## config.mk

```make
export PLATFORM = sky130hd
export DESIGN_NAME = answer_input
export DESIGN_NICKNAME = d
export VERILOG_FILES = /design/src/rtl/game_pkg.sv /design/src/rtl/switch_debounce.sv /design/src/rtl/answer_input.sv
export SDC_FILE = /design/constraint.sdc
export NUM_CORES = 1
export LEC_CHECK = 0
export ABC_AREA = 1
export CORE_MARGIN = 3
export CORE_UTILIZATION = 43
export CTS_CLUSTER_DIAMETER = 150
export DETAILED_ROUTE_END_ITERATION = 8
export GPL_TIMING_DRIVEN = 0
export PLACE_DENSITY = 0.62
export SLEW_MARGIN = 15
export SYNTH_ARGS = -nofsm -noshare
export SYNTH_HDL_FRONTEND = slang
export SYNTH_SLANG_ARGS = --single-unit
```

## constraint.sdc

```tcl
create_clock -name clk -period 3.98 [get_ports clk]
set_clock_uncertainty 0.15 [all_clocks]
set_input_delay 0.796 -clock clk [delete_from_list [all_inputs] [get_ports clk]]
set_output_delay 0.796 -clock clk [all_outputs]
set_load 0.005 [all_outputs]
```

## src/rtl/game_pkg.sv

```systemverilog
// Shared definitions for the answer-input path of the game.
//   ANS_* constants : 2-bit answer codes presented to the game core
//   ans_state_t     : answer-capture FSM states (2-bit encoding)
//   lowest_set      : code of the lowest-indexed set bit of a 4-bit vector
//   count_ones      : population count of a 4-bit vector
package game_pkg;

  localparam logic [1:0] ANS_ADD  = 2'd0;
  localparam logic [1:0] ANS_SUB  = 2'd1;
  localparam logic [1:0] ANS_MUL  = 2'd2;
  localparam logic [1:0] ANS_SKIP = 2'd3;

  typedef enum logic [1:0] {
    ST_IDLE    = 2'd0,
    ST_HOLD    = 2'd1,
    ST_RELEASE = 2'd2
  } ans_state_t;

  function automatic logic [1:0] lowest_set(input logic [3:0] v);
    logic [1:0] r;
    r = ANS_SKIP;
    if      (v[0]) r = ANS_ADD;
    else if (v[1]) r = ANS_SUB;
    else if (v[2]) r = ANS_MUL;
    return r;
  endfunction

  function automatic logic [2:0] count_ones(input logic [3:0] v);
    logic [2:0] n;
    n = '0;
    for (int unsigned i = 0; i < 4; i++) begin
      n = n + {2'b00, v[i]};
    end
    return n;
  endfunction

endpackage

```

## src/rtl/switch_debounce.sv

```systemverilog
// One-bit switch conditioner: 2-flop synchronizer, debounce counter,
// debounced stable level and a single-cycle press (rising-edge) event.
//   clk, reset : clock, asynchronous active-high reset
//   raw        : raw switch level, asynchronous to clk
//   stable     : debounced level
//   press      : combinational stable rising edge (stable=1, previous=0)
module switch_debounce
  import game_pkg::*;
#(
  parameter int unsigned DEBOUNCE_CYCLES = 4
) (
  input  logic clk,
  input  logic reset,
  input  logic raw,
  output logic stable,
  output logic press
);

  localparam int unsigned CW = (DEBOUNCE_CYCLES > 1) ? $clog2(DEBOUNCE_CYCLES) : 1;
  localparam logic [CW-1:0] CNT_LAST = CW'(DEBOUNCE_CYCLES - 1);

  logic          sync1;
  logic          sync2;
  logic          stable_prev;
  logic [CW-1:0] cnt;

  always_ff @(posedge clk or posedge reset) begin
    if (reset) begin
      sync1       <= 1'b0;
      sync2       <= 1'b0;
      stable      <= 1'b0;
      stable_prev <= 1'b0;
      cnt         <= '0;
    end else begin
      sync1       <= raw;
      sync2       <= sync1;
      stable_prev <= stable;
      // Level must differ for DEBOUNCE_CYCLES consecutive edges; the
      // accepting edge is the one that finds the counter already at the last value.
      if (sync2 != stable) begin
        if (cnt == CNT_LAST) begin
          stable <= sync2;
          cnt    <= '0;
        end else begin
          cnt <= cnt + 1'b1;
        end
      end else begin
        cnt <= '0;
      end
    end
  end

  assign press = stable & ~stable_prev;

endmodule

```

## src/rtl/answer_input.sv

```systemverilog
// Answer capture for the game core: debounces four answer switches and
// presents one held answer event per debounced press with valid/ready.
//   clk, reset : clock, asynchronous active-high reset
//   switch[3:0]: raw switches (bit0 add, bit1 sub, bit2 mul, bit3 skip)
//   ans_ready  : game core accepts the presented answer
//   ans_valid  : answer event held until transfer
//   ans_code   : captured answer code
//   ans_multi  : more than one switch was debounced-high at capture
//   busy       : FSM not idle
module answer_input
  import game_pkg::*;
#(
  parameter int unsigned DEBOUNCE_CYCLES = 4
) (
  input  logic       clk,
  input  logic       reset,
  input  logic [3:0] switch,
  input  logic       ans_ready,
  output logic       ans_valid,
  output logic [1:0] ans_code,
  output logic       ans_multi,
  output logic       busy
);

  logic [3:0] stable;
  logic [3:0] press;

  for (genvar g = 0; g < 4; g++) begin : g_deb
    switch_debounce #(
      .DEBOUNCE_CYCLES(DEBOUNCE_CYCLES)
    ) u_deb (
      .clk   (clk),
      .reset (reset),
      .raw   (switch[g]),
      .stable(stable[g]),
      .press (press[g])
    );
  end

  ans_state_t state;
  ans_state_t state_next;
  logic       capture;

  always_comb begin
    state_next = state;
    capture    = 1'b0;
    case (state)
      ST_IDLE: begin
        if (press != 4'b0000) begin
          capture    = 1'b1;
          state_next = ST_HOLD;
        end
      end
      ST_HOLD: begin
        if (ans_ready) begin
          state_next = (stable == 4'b0000) ? ST_IDLE : ST_RELEASE;
        end
      end
      ST_RELEASE: begin
        if (stable == 4'b0000) state_next = ST_IDLE;
      end
      default: state_next = ST_IDLE;
    endcase
  end

  always_ff @(posedge clk or posedge reset) begin
    if (reset) begin
      state     <= ST_IDLE;
      ans_code  <= ANS_ADD;
      ans_multi <= 1'b0;
    end else begin
      state <= state_next;
      if (capture) begin
        ans_code  <= lowest_set(press);
        ans_multi <= (count_ones(stable) > 3'd1);
      end
    end
  end

  // Derived from the state register so reset clears them asynchronously.
  assign ans_valid = (state == ST_HOLD);
  assign busy      = (state != ST_IDLE);

endmodule

```

### Yosys cells after proc, flatten, opt, wreduce, memory -nomap -nowiden

Index checks and enable logic that the tools add are counted.

| word-level totals | value |
|---|---|
| bits of input ports | 7 |
| bits in registers | 29 |

| operators by class | value |
|---|---|
| equal/unequal tests | 13 |
| magnitude comparators | 1 |
| muxes and demuxes | 18 |
| bitwise gates (word level) | 8 |
| reduce and logical (&&, ||, !) cells | 9 |
| add/sub/neg operators | 7 |

Operators with widths:

| kind | count |
|---|---|
| $mux 2 | 14 |
| $eq 2x2->1 const B | 5 |
| $add 2x1->2 const B | 4 |
| $reduce_and 2->1 | 4 |
| $ne 2x2->1 const B | 3 |
| $pmux 2 s3 | 1 |
| $and 1x1->1 | 4 |
| $logic_not 4->1 | 1 |
| $ne 1x1->1 | 4 |
| $not 1->1 | 4 |
| $reduce_bool 4->1 | 1 |
| $add 2x1->3 | 1 |
| $add 3x1->3 | 1 |
| $gt 3x1->1 const B | 1 |
| $mux 1 | 3 |
| $reduce_and 3->1 | 1 |
| $add 1x1->2 | 1 |
| $eq 2x1->1 const B | 1 |
| $logic_not 2->1 | 1 |
| $reduce_bool 2->1 | 1 |

### Depth between registers and ports, before layout

Gate-level depths: netlist of the first run.

| logic depth | value |
|---|---|
| word-level depth | 5 |
| depth in mapped cells | 8 |
| mapped depth without buffers | 8 |

### By module

A second synthesis of the first run with hierarchy kept.

| unflattened totals | value |
|---|---|
| cells, all modules | 120 |
| area total of the unflattened synthesis | 1177.4 um^2 |

By module, submodules not included:

| module | cells an instance | sequential area each (um^2) | times used | area an instance (um^2) |
|---|---|---|---|---|
| switch_debounce | 20 | 150.1 | 4 | 215.2 |
| answer_input | 40 | 125.1 | 1 | 316.6 |

### Worst setup path after synthesis of the first run

OpenSTA, ideal clock, no wires.

| path | value |
|---|---|
| path type | reg-to-output |
| from | register state[0] |
| to | output busy |
| required time | 3.034 ns |
| data arrival time | 0.697 ns |
| slack | 2.337 ns |
| path buffers | 0 |
| cell stages (with the launch flop) | 3 |
| path through | dfrtp_1 nor2_2 inv_1 |

| on the way | value |
|---|---|
| longest elaborated chain between the ends | 1 |

Ends and longest elaborated chain:

| what | line | RTL |
|---|---|---|
| from (decl) | answer_input.sv:40 | `ans_state_t state;` |
| from (signal assigned) | answer_input.sv:72 | `state <= state_next;` |
| $reduce_bool 2->1 | answer_input.sv:82 | `assign busy = (state != ST_IDLE);` |
| to (decl) | answer_input.sv:22 | `output logic busy` |

No other way between the ends.

### Worst setup path after layout of the first run

Same ends and word-level chain as after synthesis.

==> flow_summary.yaml, run 1 <==
floorplan:
  die-area_sq_um: 3330
  placementRows: 18
  start_util_pct: 45.9
  fp.dieW_um: 57.7
  die_y_um: 57.7
  core-area_sq_um: 2500
  ioPinCount: 12
clock_network:
  postCtsResizedCells: 0
  ctsLongestPathBuffers: 2
  clock_latency_ns: 0.31
  clkTransAtPathRegs_ns: 0.08
  cts.sinks: 29
  cts_tree: "done"
  postCtsSetupBuffers: 0
  cts_root_buffer: "clkbuf_4"
  numCtsBuffers: 5
  h-tree-depth: 2
  cts_hold_buf: 0
setup_path:
  end_kind: "output pin"
  reg2reg_depth: 5
  start_kind: "register"
  worstPathRequired_ns: 3.03
  cp_max_fo: 6
  path_class: "register to output pin"
  cp.arrival_ns: 1.51
power:
  p_sw_mw: 0.354
  power_frac_clock_pct: 16.2
  p_int_mw: 0.629
  seqPwrFrac_pct: 45.9
  p_leak_nw: 0.670
  p_per_area_nw_per_um2: 730
  power_mw: 0.984
  ir_drop_mv: 0.388
  swShare_pct: 36.0
  comb_power_share_pct: 37.8
placement:
  portBuffers: 11
  dp_slack_ns: 1.74
  placed_cell_area_sq_um: 1300
  place.gp.congestion: 0.724
  dp_hpwl_um: 1120
  placed_cells: 146
status:
  status: "finished, final reports clean"
drt:
  wire_per_inst_um: 9.66
  drt_wl_total_um: 1490
  drc: 0
  dr.pass1.iters: 4
  drtIter0Drc: 26
  vias_per_cell: 4.54
  dr_total_vias: 699
  final_antenna_net_count: 0
grt:
  antenna_found_initial: 0
  grt_max_degree: 30
  met1_usage_pct: 12.5
  use_met2_pct: 17.9
  grt_pass1_wl_um: 2740
  grt_use_total_pct: 11.3
  grt_pass1_vias: 692
  grt.met3_usage_pct: 4.68
  grt-ovfl-total: 0
  gr-max-usage-layer: "met2"
run:
  cap_violations: 0
timing:
  fin_ws_ns: 1.52
  fmax_mhz: 407
  drv_slew: 0
  hold_viol: 0
  max_slew_margin_pct: 35.0
  finalSetupTns_ns: 0
  period_share_pct: 61.8
  worst_pin_slew_ns: 0.969
  rsz0062_at_grt: "no"
  fin_crit_ns: 2.46
  setup_violations: 0
worst_hold_path:
  whs_path_depth: 0
  hp-class: "register to register"
synthesis:
  syn_inst: 105
  seq_area_frac_synth_pct: 63.2
  syn_area_per_cell_sq_um: 10.9
  ys_types: 19
  synth_area_sq_um: 1150
  synth_top_cell_area_share_pct: 63.2
  syn_nets: 118
  yosys_warnings: 0
  synth_top_cell_by_area: "dfrtp_1"
  netlist_top_cells_area: "dfrtp_1 63%, inv_1 5.6%, ha_1 5.4%, nand2_1 5.2%, xnor2_1 3.1%"
  synth-seq-cells: 29
finish:
  diodes: 0
  fin_area_sq_um: 1350
  nets: 136
  area_growth_pct: 17.3
  mostFrequentLayoutCell: "dfrtp_1"
  final_cell_mix: "29 x dfrtp_1, 16 x inv_1, 16 x nand2_1"
  fin_cells: 154
  drive_above_1_share_pct: 12.9
[state kept, by name, indices dropped and copies added (netlist names)]
name / cells
ans_code: 2
ans_multi: 1
g_deb.u_deb.cnt: 8
g_deb.u_deb.stable: 4
g_deb.u_deb.stable_prev: 4
g_deb.u_deb.sync1: 4
g_deb.u_deb.sync2: 4
state: 2
[logic make-up after synthesis]
kind of cell,synth area share [%]
compound gates,4.14
fa+ha+maj,7.19
buf+inv,6.10
xor+xnor,3.05
flops,63.2
simple gates,16.3
[power by group through the flow]
| stage | registers [mW] | clock network [mW] | logic [mW] |
|---|---|---|---|
| after floorplan | 0.447 | 0 | 0.276 |
| after global placement | 0.454 | 0 | 0.369 |
| after detailed placement | 0.460 | 0 | 0.379 |
| after CTS | 0.454 | 0.169 | 0.381 |
| after global routing | 0.467 | 0.178 | 0.434 |
| final | 0.452 | 0.160 | 0.372 |
[per-layer routing]
metal	vias to the layer above	wire length (um)
met1	317	663
met3	8	94
met5	-	0
met4	0	53
met2	17	675
li1	357	-
[cell usage after synthesis (all sizes together)]
master and instances:
nand3 3, a21oi 2, o21ai 6, inv 18
fa 1, a21boi 1, nor3 4, ha 5
dfrtp 29, nand4 1, nor2 9, xnor2 4
nand2 22
[critical path, cell delays in order, from the launching register on]
cell	delay [ns]
dfrtp_1	0.41
nor2_2	0.28
inv_1	0.07
clkdlybuf4s50_1	0.44
[per-stage QoR]
step,utilization (%),hold slack (ns)
after CTS,53.9,0.205
after floorplan,-,0.181
after global placement,51.9,0.182
final,53.9,0.202
after global routing,53.9,0.212
after detailed placement,51.9,0.185
[area by class of cell]
| cell class | count | area [sq um] |
|---|---|---|
| fillers | 237 | 1150 |
| flip-flops and latches | 29 | 726 |
| multi-input cells | 58 | 353 |
| repair buffers | 11 | 110 |
| inverters | 18 | 70.1 |
| clock buffers | 6 | 41.3 |
| well taps | 30 | 37.5 |
| clock inverters | 2 | 10.0 |
[path summary, 6_finish.rpt]
path                                                   startpoint                                 to  slack [ns]
worst max-delay path                         state[0]$_DFFE_PP0P_                               busy        1.52
worst min-delay path               g_deb[2].u_deb.sync1$_DFF_PP0_     g_deb[2].u_deb.sync2$_DFF_PP0_        0.20
worst max register to register  g_deb[0].u_deb.stable$_DFFE_PP0P_              ans_multi$_DFFE_PP0P_        2.43
worst min register to register     g_deb[2].u_deb.sync1$_DFF_PP0_     g_deb[2].u_deb.sync2$_DFF_PP0_        0.20
max in group asynchronous                                   reset    g_deb[0].u_deb.cnt[0]$_DFF_PP0_        2.50
min in group asynchronous                                   reset  g_deb[3].u_deb.stable$_DFFE_PP0P_        0.74
Note: power is estimated with default switching activity, not from simulation.
==> run 2, diff against run 1 <==
clock period = 2.5 ns   (was 3.98 ns; I/O delays follow)
==> results of run 2 <==
Same layout as run 1 (identical final DEF). Status: finished, final reports clean.
Main changes from that run: setup slack after placement 1.74 ns -> 0.554 ns; setup slack after layout 1.52 ns -> 0.337 ns; register-to-register setup slack 2.43 ns -> 0.95 ns; total power 0.984 mW -> 1.57 mW; worst IR drop on VDD 0.388 mV -> 0.617 mV
==> run 3, diff against run 2 <==
ABC_AREA = default   (was 1)
==> run 3 against run 2 <==
Effect of this change: combinational power fell by 9.1%; final cell count fell by 17%; final area fell by 2.5%; routed wire length rose by 1.4%; fmax fell by 2.6%; synthesized cell count fell by 23%; sequential power rose by 2%; sequential share of layout area rose by 1.4 points; die area fell by 2.3%; critical path depth did not move; synthesized area fell by 2.5%; critical endpoint unchanged; largest cell class unchanged.
==> flow_summary.yaml, run 3 <==
synthesis:
  synth.most_common_cell: "dfrtp_1"
  yosys_warnings: 0
  synth_area_sq_um: 1120
  synth-seq-cells: 29
  synth.top_cells.by_count: "29 x dfrtp_1, 7 x inv_1, 7 x nor2b_1, 7 x o21ai_0, 5 x ha_1"
  ys.flop_type: "dfrtp_1"
  synth_top_cell_by_area: "dfrtp_1"
  netlist_top_cells_area: "dfrtp_1 65%, ha_1 5.6%, nor2b_1 3.9%, o21ai_0 3.1%, xnor2_1 3.1%"
  synth_top_cell_area_share_pct: 64.8
  syn_area_per_cell_sq_um: 13.8
  syn_nets: 94
  syn_inst: 81
  synth_edf_count: 0
  ys_async_sr_fraction_pct: 100
  seq_area_frac_synth_pct: 64.8
  ys_types: 18
worst_hold_path:
  whs_path_depth: 0
  hp-class: "register to register"
setup_path:
  path_class: "register to output pin"
  cp.arrival_ns: 1.57
  cp_max_fo: 5
  start_kind: "register"
  reg2reg_depth: 4
  worstPathRequired_ns: 1.85
  end_kind: "output pin"
  cpPeakStageDelay_ns: 0.44
  cp_slowest_cell: "clkdlybuf4s50_1"
  crit_path_cell_trace: "nor2_1 -> inv_1 -> clkdlybuf4s50_1"
clock_network:
  clock_latency_ns: 0.32
  h-tree-depth: 2
  postCtsResizedCells: 0
  cts.sinks: 29
  cts_hold_buf: 0
  cts_tree: "done"
  ctsLongestPathBuffers: 2
  postCtsSetupBuffers: 0
  cts_root_buffer: "clkbuf_4"
  numCtsBuffers: 5
  clkTransAtPathRegs_ns: 0.08
timing:
  finalSetupTns_ns: 0
  setup_violations: 0
  worst_pin_slew_ns: 0.981
  period_share_pct: 88.8
  max_slew_margin_pct: 34.2
  drv_slew: 0
  hold_viol: 0
  hold_slack_ns: 0.198
  fin_crit_ns: 2.22
  fmax_mhz: 450
  rsz0062_at_grt: "no"
grt:
  antenna_found_initial: 0
  grt_pass1_vias: 649
  grt_use_total_pct: 11.9
  grt_pass1_wl_um: 2820
  grt-ovfl-total: 0
  grt_max_degree: 30
finish:
  mostFrequentLayoutCell: "dfrtp_1"
  final_cell_mix: "29 x dfrtp_1, 11 x clkdlybuf4s50_1, 7 x o21ai_0, 7 x nor2b_1, 6 x inv_1"
  area_growth_pct: 17.3
  largest-register: "g_deb.u_deb.cnt"
  drive_above_1_share_pct: 10.0
  diodes: 0
  fin_cells: 128
  nets: 112
  fin_area_sq_um: 1310
  largest_reg_flops: 8
drt:
  wire_per_inst_um: 11.8
  vias_per_cell: 4.91
  drt_wl_total_um: 1510
  final_antenna_net_count: 0
  dr.pass1.iters: 2
  drc: 0
  dr_total_vias: 628
  drtIter0Drc: 7
power:
  power_mw: 1.53
  p_per_area_nw_per_um2: 1160
  ir_drop_mv: 0.633
  p_leak_nw: 0.596
floorplan:
  ioPinCount: 12
  fp.dieW_um: 57.0
  die_y_um: 57.0
  core-area_sq_um: 2340
  start_util_pct: 47.9
  die-area_sq_um: 3250
  placementRows: 17
placement:
  placed_cells: 120
  place.gp.congestion: 0.719
  portBuffers: 11
  placed_cell_area_sq_um: 1260
  dp_hpwl_um: 1060
status:
  status: "finished, final reports clean"
run:
  cap_violations: 0
-- run 3: changes by cell type after synthesis, sizes merged, moves of 2 or more --
cell,before,now
inv,18,7
nor2b,0,9
nor2,9,2
mux2,0,2
nand2,22,4
nand3,3,0
-- run 3: kinds of logic (layout without fill, tap and decap cells) --
logic type	count (synthesis)	after routing	share of synthesized area (%)
AOI/OAI and AO/OA	13	13	8.94
xor gates and xnor gates	4	4	3.13
adders and majority gates	6	6	7.37
buffers and inverters	7	26	2.35
DFF	29	29	64.8
muxes	2	2	2.68
and+or+nand+nor	20	20	10.7
-- run 3: worst max-delay path: cells and delay by family, from the launching register on --
family | cells | cell delay (ns)
buf+inv | 2 | 0.51
flops | 1 | 0.42
simple gates | 1 | 0.32
-- run 3: worst paths after layout --
kind | slack [ns] | to | from
max in group asynchronous | 1.31 | g_deb[2].u_deb.stable$_DFFE_PP0P_ | reset
max reg2reg | 0.81 | ans_multi$_DFFE_PP0P_ | g_deb[0].u_deb.stable$_DFFE_PP0P_
min | 0.20 | g_deb[1].u_deb.sync2$_DFF_PP0_ | g_deb[1].u_deb.sync1$_DFF_PP0_
max | 0.28 | busy | state[0]$_DFFE_PP0P_
min in group asynchronous | 0.44 | g_deb[1].u_deb.sync2$_DFF_PP0_ | reset
min reg2reg | 0.20 | g_deb[1].u_deb.sync2$_DFF_PP0_ | g_deb[1].u_deb.sync1$_DFF_PP0_
-- run 3: stage by stage --
| step | utilization [%] | setup WS, ns |
|---|---|---|
| 2_1_floorplan | - | 0.936 |
| 3_3_place_gp | 54.1 | 0.553 |
| 3_5_place_dp | 54.1 | 0.532 |
| 4_1_cts | 56.1 | 0.244 |
| 5_1_grt | 56.1 | 0.135 |
| 6_report | 56.1 | 0.280 |
-- run 3: cell type report --
cell class | count | area [sq um]
Multi-Input combinational cell | 45 | 368
Tap cell | 28 | 35.0
Clock buffer | 8 | 48.8
Sequential cell | 29 | 726
Timing Repair Buffer | 11 | 110
Fill cell | 202 | 1030
Inverter | 7 | 26.3
-- run 3: power by group --
| part | total (mW) | leakage [nW] | switching, mW | internal (mW) |
|---|---|---|---|---|
| sequential | 0.733 | 0.357 | 0.107 | 0.625 |
| combinational | 0.538 | 0.212 | 0.233 | 0.305 |
| clock | 0.255 | 0.0265 | 0.143 | 0.112 |
-- run 3: per-layer routing --
layer,track usage [%],up-vias,part of all wire (%)
li1,-,306,-
met1,13.3,301,43
met2,17.8,14,47
met3,7.47,7,7.1
met4,5.96,0,2.9
met5,0,-,0
